<file path="config.mk">
export PLATFORM = sky130hd
export DESIGN_NAME = control_puerta
export DESIGN_NICKNAME = d
export VERILOG_FILES = /design/src/rtl/door_pkg.sv /design/src/rtl/sync_flanco.sv /design/src/rtl/control_puerta.sv
export SDC_FILE = /design/constraint.sdc
export NUM_CORES = 1
export LEC_CHECK = 0
export ABC_CLOCK_PERIOD_IN_PS = 2300
export BUFFER_PORTS_ARGS = -buffer_cell sky130_fd_sc_hd__buf_2
export CORE_AREA = 2 2 62 108
export CTS_BUF_LIST = sky130_fd_sc_hd__clkbuf_4 sky130_fd_sc_hd__clkbuf_8
export DETAILED_ROUTE_END_ITERATION = 10
export DIE_AREA = 0 0 64 110
export GPL_TIMING_DRIVEN = 0
export PLACE_DENSITY = 0.79
export SYNTH_ARGS = -nofsm -noshare
export SYNTH_HDL_FRONTEND = slang
export SYNTH_SLANG_ARGS = --single-unit
</file>
<file path="constraint.sdc">
create_clock -name clk -period 2.3 [get_ports clk]
set_input_delay 0.46 -clock clk [delete_from_list [all_inputs] [get_ports clk]]
set_output_delay 0.46 -clock clk [all_outputs]
set_load 0.05 [all_outputs]
</file>
<file path="src/rtl/door_pkg.sv">
// Shared door-sequencing types and default timing constants.
// Latency: n/a (package only).
// Backpressure: n/a (package only).
package door_pkg;

  // 1 s of travel / restart hold at a 100 MHz clk.
  localparam int MOTION_TIMEOUT_DEF = 100_000_000;
  localparam int RESTART_HOLD_DEF   = 100_000_000;
  // Wide enough for the larger of the two defaults above.
  localparam int CNT_W_DEF          = 27;

  typedef enum logic [2:0] {
    CERRADA  = 3'd0,
    ABRIENDO = 3'd1,
    ABIERTA  = 3'd2,
    CERRANDO = 3'd3,
    FALLA    = 3'd4
  } door_state_t;

endpackage

</file>
<file path="src/rtl/sync_flanco.sv">
// 2-flop synchronizer followed by a rising-edge detector.
// Latency: pulso is high in the cycle after the 2nd clk edge that sees d high (acted on at the 3rd edge).
// Backpressure: none; one 1-clk pulse per rising edge of d.
// Ports: clk, restart_n (sync, active low), d (async level in), pulso (1-clk pulse out).
module sync_flanco (
  input  logic clk,
  input  logic restart_n,
  input  logic d,
  output logic pulso
);

  logic s1, s2, s3;

  always_ff @(posedge clk) begin
    if (!restart_n) begin
      s1 <= 1'b0;
      s2 <= 1'b0;
      s3 <= 1'b0;
    end else begin
      s1 <= d;
      s2 <= s1;
      s3 <= s2;
    end
  end

  // s3 is the previous synchronized value; s1 may be metastable and is never used directly.
  assign pulso = s2 & ~s3;

endmodule

</file>
<file path="src/rtl/control_puerta.sv">
// Door-sequencing FSM: initiator of the door-timer handshake, drives the door motor, reports door closed.
// Latency: outputs registered, change on the edge that takes the transition; t_expired acted on 3 clk after its edge.
// Backpressure: none; level inputs sampled every clk, restart stretched to RESTART_HOLD clk for the slow timer.
// Ports: clk, restart_n (sync, active low); requests abrir_req/boton_abrir/boton_cerrar; limit switches
//   fin_abierta/fin_cerrada; blockers peso_excesivo/bloqueo_activado; t_expired from the timer;
//   outputs start_timer, restart, motor_abrir, motor_cerrar, puerta_cerrada, falla.
module control_puerta
  import door_pkg::*;
#(
  parameter int MOTION_TIMEOUT = MOTION_TIMEOUT_DEF,
  parameter int RESTART_HOLD   = RESTART_HOLD_DEF,
  parameter int CNT_W          = CNT_W_DEF
) (
  input  logic clk,
  input  logic restart_n,
  input  logic abrir_req,
  input  logic boton_abrir,
  input  logic boton_cerrar,
  input  logic fin_abierta,
  input  logic fin_cerrada,
  input  logic peso_excesivo,
  input  logic bloqueo_activado,
  input  logic t_expired,
  output logic start_timer,
  output logic restart,
  output logic motor_abrir,
  output logic motor_cerrar,
  output logic puerta_cerrada,
  output logic falla
);

  localparam logic [CNT_W-1:0] MOV_LAST = CNT_W'(MOTION_TIMEOUT - 1);
  localparam logic [CNT_W-1:0] HOLD     = CNT_W'(RESTART_HOLD);

  door_state_t      state, state_nxt;
  logic [CNT_W-1:0] mov_cnt;
  logic [CNT_W-1:0] rst_cnt, rst_cnt_nxt;
  logic             exp_pulse, exp_ok, arm, bloqueado, mov_fin;

  sync_flanco u_sync_exp (
    .clk       (clk),
    .restart_n (restart_n),
    .d         (t_expired),
    .pulso     (exp_pulse)
  );

  assign bloqueado = peso_excesivo | bloqueo_activado;
  assign mov_fin   = (mov_cnt == MOV_LAST);
  // An expiry seen while restart is still stretched belongs to the old timer run.
  assign exp_ok    = exp_pulse & (rst_cnt == '0);

  always_comb begin
    state_nxt = state;
    arm       = 1'b0;
    case (state)
      CERRADA: begin
        if ((abrir_req | boton_abrir) && !falla) state_nxt = ABRIENDO;
      end
      ABRIENDO: begin
        // Only the switch for the current direction is consulted.
        if (fin_abierta) begin
          state_nxt = ABIERTA;
          arm       = 1'b1;
        end else if (mov_fin) begin
          state_nxt = FALLA;
        end
      end
      ABIERTA: begin
        if (bloqueado || boton_abrir) arm = 1'b1;
        else if (exp_ok || boton_cerrar) state_nxt = CERRANDO;
      end
      CERRANDO: begin
        if (bloqueado || boton_abrir) state_nxt = ABRIENDO;
        else if (fin_cerrada)         state_nxt = CERRADA;
        else if (mov_fin)             state_nxt = FALLA;
      end
      FALLA:   state_nxt = FALLA;
      default: state_nxt = FALLA;
    endcase
  end

  // Outputs decoded from the next state so they are registered and aligned with the state flop.
  always_ff @(posedge clk) begin
    if (!restart_n) begin
      state          <= CERRADA;
      start_timer    <= 1'b0;
      motor_abrir    <= 1'b0;
      motor_cerrar   <= 1'b0;
      puerta_cerrada <= 1'b1;
      falla          <= 1'b0;
    end else begin
      state          <= state_nxt;
      start_timer    <= (state_nxt == ABIERTA);
      motor_abrir    <= (state_nxt == ABRIENDO);
      motor_cerrar   <= (state_nxt == CERRANDO);
      puerta_cerrada <= (state_nxt == CERRADA);
      falla          <= (state_nxt == FALLA);
    end
  end

  // Travel counter: cleared on every state change, counts only while moving, saturates.
  always_ff @(posedge clk) begin
    if (!restart_n) begin
      mov_cnt <= '0;
    end else if (state_nxt != state) begin
      mov_cnt <= '0;
    end else if ((state == ABRIENDO || state == CERRANDO) && mov_cnt != '1) begin
      mov_cnt <= mov_cnt + CNT_W'(1);
    end
  end

  // Re-arming reloads the hold, so a held blocker keeps restart high continuously.
  always_comb begin
    if (arm)                rst_cnt_nxt = HOLD;
    else if (rst_cnt != '0) rst_cnt_nxt = rst_cnt - CNT_W'(1);
    else                    rst_cnt_nxt = '0;
  end

  always_ff @(posedge clk) begin
    if (!restart_n) begin
      rst_cnt <= '0;
      restart <= 1'b0;
    end else begin
      rst_cnt <= rst_cnt_nxt;
      restart <= (rst_cnt_nxt != '0);
    end
  end

endmodule

</file>
==> results.json <==
{
  "fin_worst_skew_ns": 0.0118,
  "worstSetupPathType": "reg -> reg",
  "clock_latency_ns": 0.35,
  "synth_compound_area_share_pct": 10.1,
  "min_period_ns": 2.60,
  "crit_chain": "or4_1 -> or4_4 -> nor4_4 -> nor2_1 -> nor3_1 -> or4_1 -> buf_6 -> buf_8 -> nor2_1",
  "cp.arrival_ns": 2.84,
  "drt_iter0_markers": 243,
  "nNetsFinal": 466,
  "swShare_pct": 39.4,
  "wl_met2_mm": 4.52,
  "synth_seq_cells": 66,
  "crit_slowest_cell": "or4_4",
  "yosysSeqAreaShare_pct": 38.7,
  "route.met3.wl_um": 325,
  "synth_nets": 425,
  "clk_pin_slew_ns": 0.07,
  "syn_area_um2": 3410,
  "fin_area_um2": 4180,
  "top_layer": "met4",
  "detail_route.first_pass.iterations": 5,
  "wl_per_cell_um": 15.7,
  "wl_met1_mm": 3.27,
  "violations": "negative setup slack",
  "clock_sinks": 66,
  "max_stage_delay_ns": 0.52,
  "final.setup.tns_ns": -8.19,
  "antenna_found_initial": 0,
  "num_antenna_cells": 0,
  "cap_violations": 0,
  "synth_fa_ha_area_share_pct": 0.734,
  "leakagePower_nw": 1.54,
  "synth.distinct_cells": 54,
  "crit_required_ns": 2.54,
  "reg2reg_from": "mov_cnt[8]",
  "placed_area_um2": 3610,
  "max_freq_mhz": 384,
  "hold_viol_final": 0,
  "place_congestion": 0.882,
  "worst_slew_pin_slew_ns": 1.03,
  "grt_setup_unrepaired": "yes",
  "netlist.area_leader.share_pct": 38.7,
  "multiInputGateArea_um2": 2180,
  "synth_top_family_by_area": "simple AND/OR/NAND/NOR gates",
  "fin_cells": 539,
  "peakVddDrop_mv": 0.545,
  "outcome": "finished with violations",
  "synth-async-reset-ratio_pct": 0,
  "dpl.cell_count": 508,
  "grt_pass1_vias": 3015,
  "core_area_um2": 6130,
  "p_int_w": 0.00305,
  "port_buffers": 15,
  "cts_root_buf": "clkbuf_8",
  "crit_path_end_kind": "register",
  "syn_inst": 413,
  "cts_buffers": 9,
  "synth_ff_type": "dfxtp_1",
  "synthSimpleGateAreaFrac_pct": 35.2,
  "rows": 38,
  "start_util_pct": 55.6,
  "finalWorstSetupSlack_ns": -0.302,
  "syn_to_final_growth_pct": 22.6,
  "switchingPower_w": 0.00198,
  "synth_area_leaders": "dfxtp_1, nor2_1, xnor2_1",
  "route.detailed.drc": 0,
  "grt_max_degree": 11,
  "cp-start-kind": "register",
  "yosysWarnings": 0,
  "clk_path_buf_depth": 2,
  "power_frac_comb_pct": 47.6,
  "slew_violations": 0,
  "crit_fanout": 10,
  "synth_top_area_cell": "dfxtp_1",
  "holdWs_ns": 0.328,
  "grt_util_all_layers_pct": 23.9,
  "dp_hpwl_mm": 5.48,
  "globalRouteOverflowTotal": 0,
  "ant_nets": 0,
  "setup_violations": 30,
  "die_area_um2": 7040,
  "startpoint": "mov_cnt[8]",
  "synth_edf_count": 0,
  "synth_xor_xnor_area_share_pct": 10.3,
  "vias": 3194,
  "pwr-share-seq_pct": 32.0,
  "cts_tree": "done",
  "drive_above_1_share_pct": 24.0,
  "vias_per_cell": 5.93,
  "hold_path.class": "in -> reg",
  "top_level_ports": 16,
  "power_density_nw_per_um2": 1200,
  "die_w_um": 64,
  "syn_area_per_cell_um2": 8.26,
  "ff_latch_area_um2": 1330,
  "relSlewSlack_pct": 31.1,
  "worstHoldStart": "t_expired",
  "power.share.clock_pct": 20.4,
  "fin_crit_sh_pct": 113,
  "cts-htree-levels": 3,
  "grt_pass1_wl_mm": 13.1,
  "synthMuxAreaShare_pct": 0.880,
  "fillers": 460,
  "chipHeight_um": 110,
  "finalWirelength_mm": 8.45
}
## per-stage QoR
step	power [W]	utilization, %	worst slack (ns)
final	0.00503	68.2	-0.302
after global routing	0.00529	68.2	-0.374
after CTS	0.00449	64.2	-0.249
after detailed placement	0.00331	58.8	-0.477
after global placement	0.00328	58.8	-0.437
after floorplan	0.00296	-	-0.00620
## per-layer routing
layer	track usage [%]	vias to the layer above
li1	-	1538
met3	4.47	32
met1	24.1	1525
met4	16.1	0
met2	43.9	99
met5	0	-
## cells in the mapped netlist (2+ instances only)
cell type	n
inv_1	9
nand2b_1	5
nor3_1	22
buf_2	3
mux2i_1	3
nand3_1	21
or2_2	6
a41oi_1	2
buf_8	2
nor2_1	76
nor4_2	2
nand4_1	9
o22ai_1	2
xor2_1	13
nor4_4	3
nor3b_1	3
o31ai_1	5
or4_1	4
dfxtp_1	66
a21oi_1	20
clkbuf_1	9
or3_1	5
and2_1	5
o21ai_0	6
nor4_1	8
nand4b_1	2
ha_1	2
nor2b_1	5
buf_6	2
xnor2_1	27
a31oi_1	3
or3b_2	3
nand3b_1	4
and4_1	3
nand2_1	24
and3_1	8
a211oi_1	4
## sequential cells by signal, indices dropped and copies added (netlist names)
name            flops
falla               1
motor_abrir         1
motor_cerrar        1
mov_cnt            27
puerta_cerrada      1
restart             1
rst_cnt            27
start_timer         1
state               3
u_sync_exp.s1       1
u_sync_exp.s2       1
u_sync_exp.s3       1
## final timing paths
check                  end  slack [ns]  depth (start not counted)
max reg2reg     mov_cnt[8]       -0.30                          9
min reg2reg  u_sync_exp.s2        0.44                          1
max             mov_cnt[8]       -0.30                          9
min          u_sync_exp.s1        0.33                          2
## cells by family (layout without fill, tap and decap cells)
logic type | after synthesis | count (layout)
AO/OA/AOI/OAI | 53 | 53
AND/OR/NAND/NOR | 223 | 223
multiplexers | 3 | 3
adder cells (fa/ha/maj) | 2 | 2
XOR/XNOR | 40 | 40
buffers and inverters | 26 | 72
flip-flops | 66 | 66
## cell type report
type	count	share of cell area, %
Multi-Input combinational cell	321	52.0
Sequential cell	66	31.9
Timing Repair Buffer	34	5.60
Clock buffer	14	4.16
Tap cell	80	2.39
Buffer	13	2.30
Clock inverter	2	0.838
Inverter	9	0.808
## cells in the final DEF, fill, tap and decap left out, types with 3 or more instances in the layout
cell,n
a21oi_1,19
o21ai_0,5
nand3b_1,4
and2_1,5
dfxtp_1,59
nor3_1,19
mux2i_1,3
nor2_1,75
dfxtp_2,6
nand4_1,9
clkbuf_1,6
nand3_1,20
clkbuf_8,11
o31ai_1,5
nand2b_1,5
nor2b_1,5
buf_6,4
nor4_2,3
a211oi_1,3
nor4_4,5
or2_2,5
buf_4,17
and3_1,7
xnor2_1,26
xor2_1,13
or4_1,3
and4_1,3
inv_1,8
nand2_1,21
clkbuf_4,3
buf_2,16
or3_1,4
nor4_1,5
## repair_timing
action / in CTS / in global routing
gates cloned: 0 / 1
setup buffers: 5 / 13
hold buffers: 0 / 0
setup endpoints to repair: 45 / 46
gates resized for setup: 19 / 37
pin swaps: 7 / 11
## worst max-delay path, delay by kind of cell (launching register included)
| kind | cells | cell delay (ns) |
|---|---|---|
| buf+inv | 2 | 0.25 |
| simple gates | 7 | 1.89 |
| flops | 1 | 0.34 |
## power groups by stage
stage	clock (W)	combinational [W]	sequential (W)
floorplan	0	0.00144	0.00152
global placement	0	0.00176	0.00152
detailed placement	0	0.00178	0.00153
CTS	0.00104	0.00194	0.00151
global route	0.00108	0.00258	0.00163
finish	0.00103	0.00240	0.00161
Power figures use the tool's default switching activity.
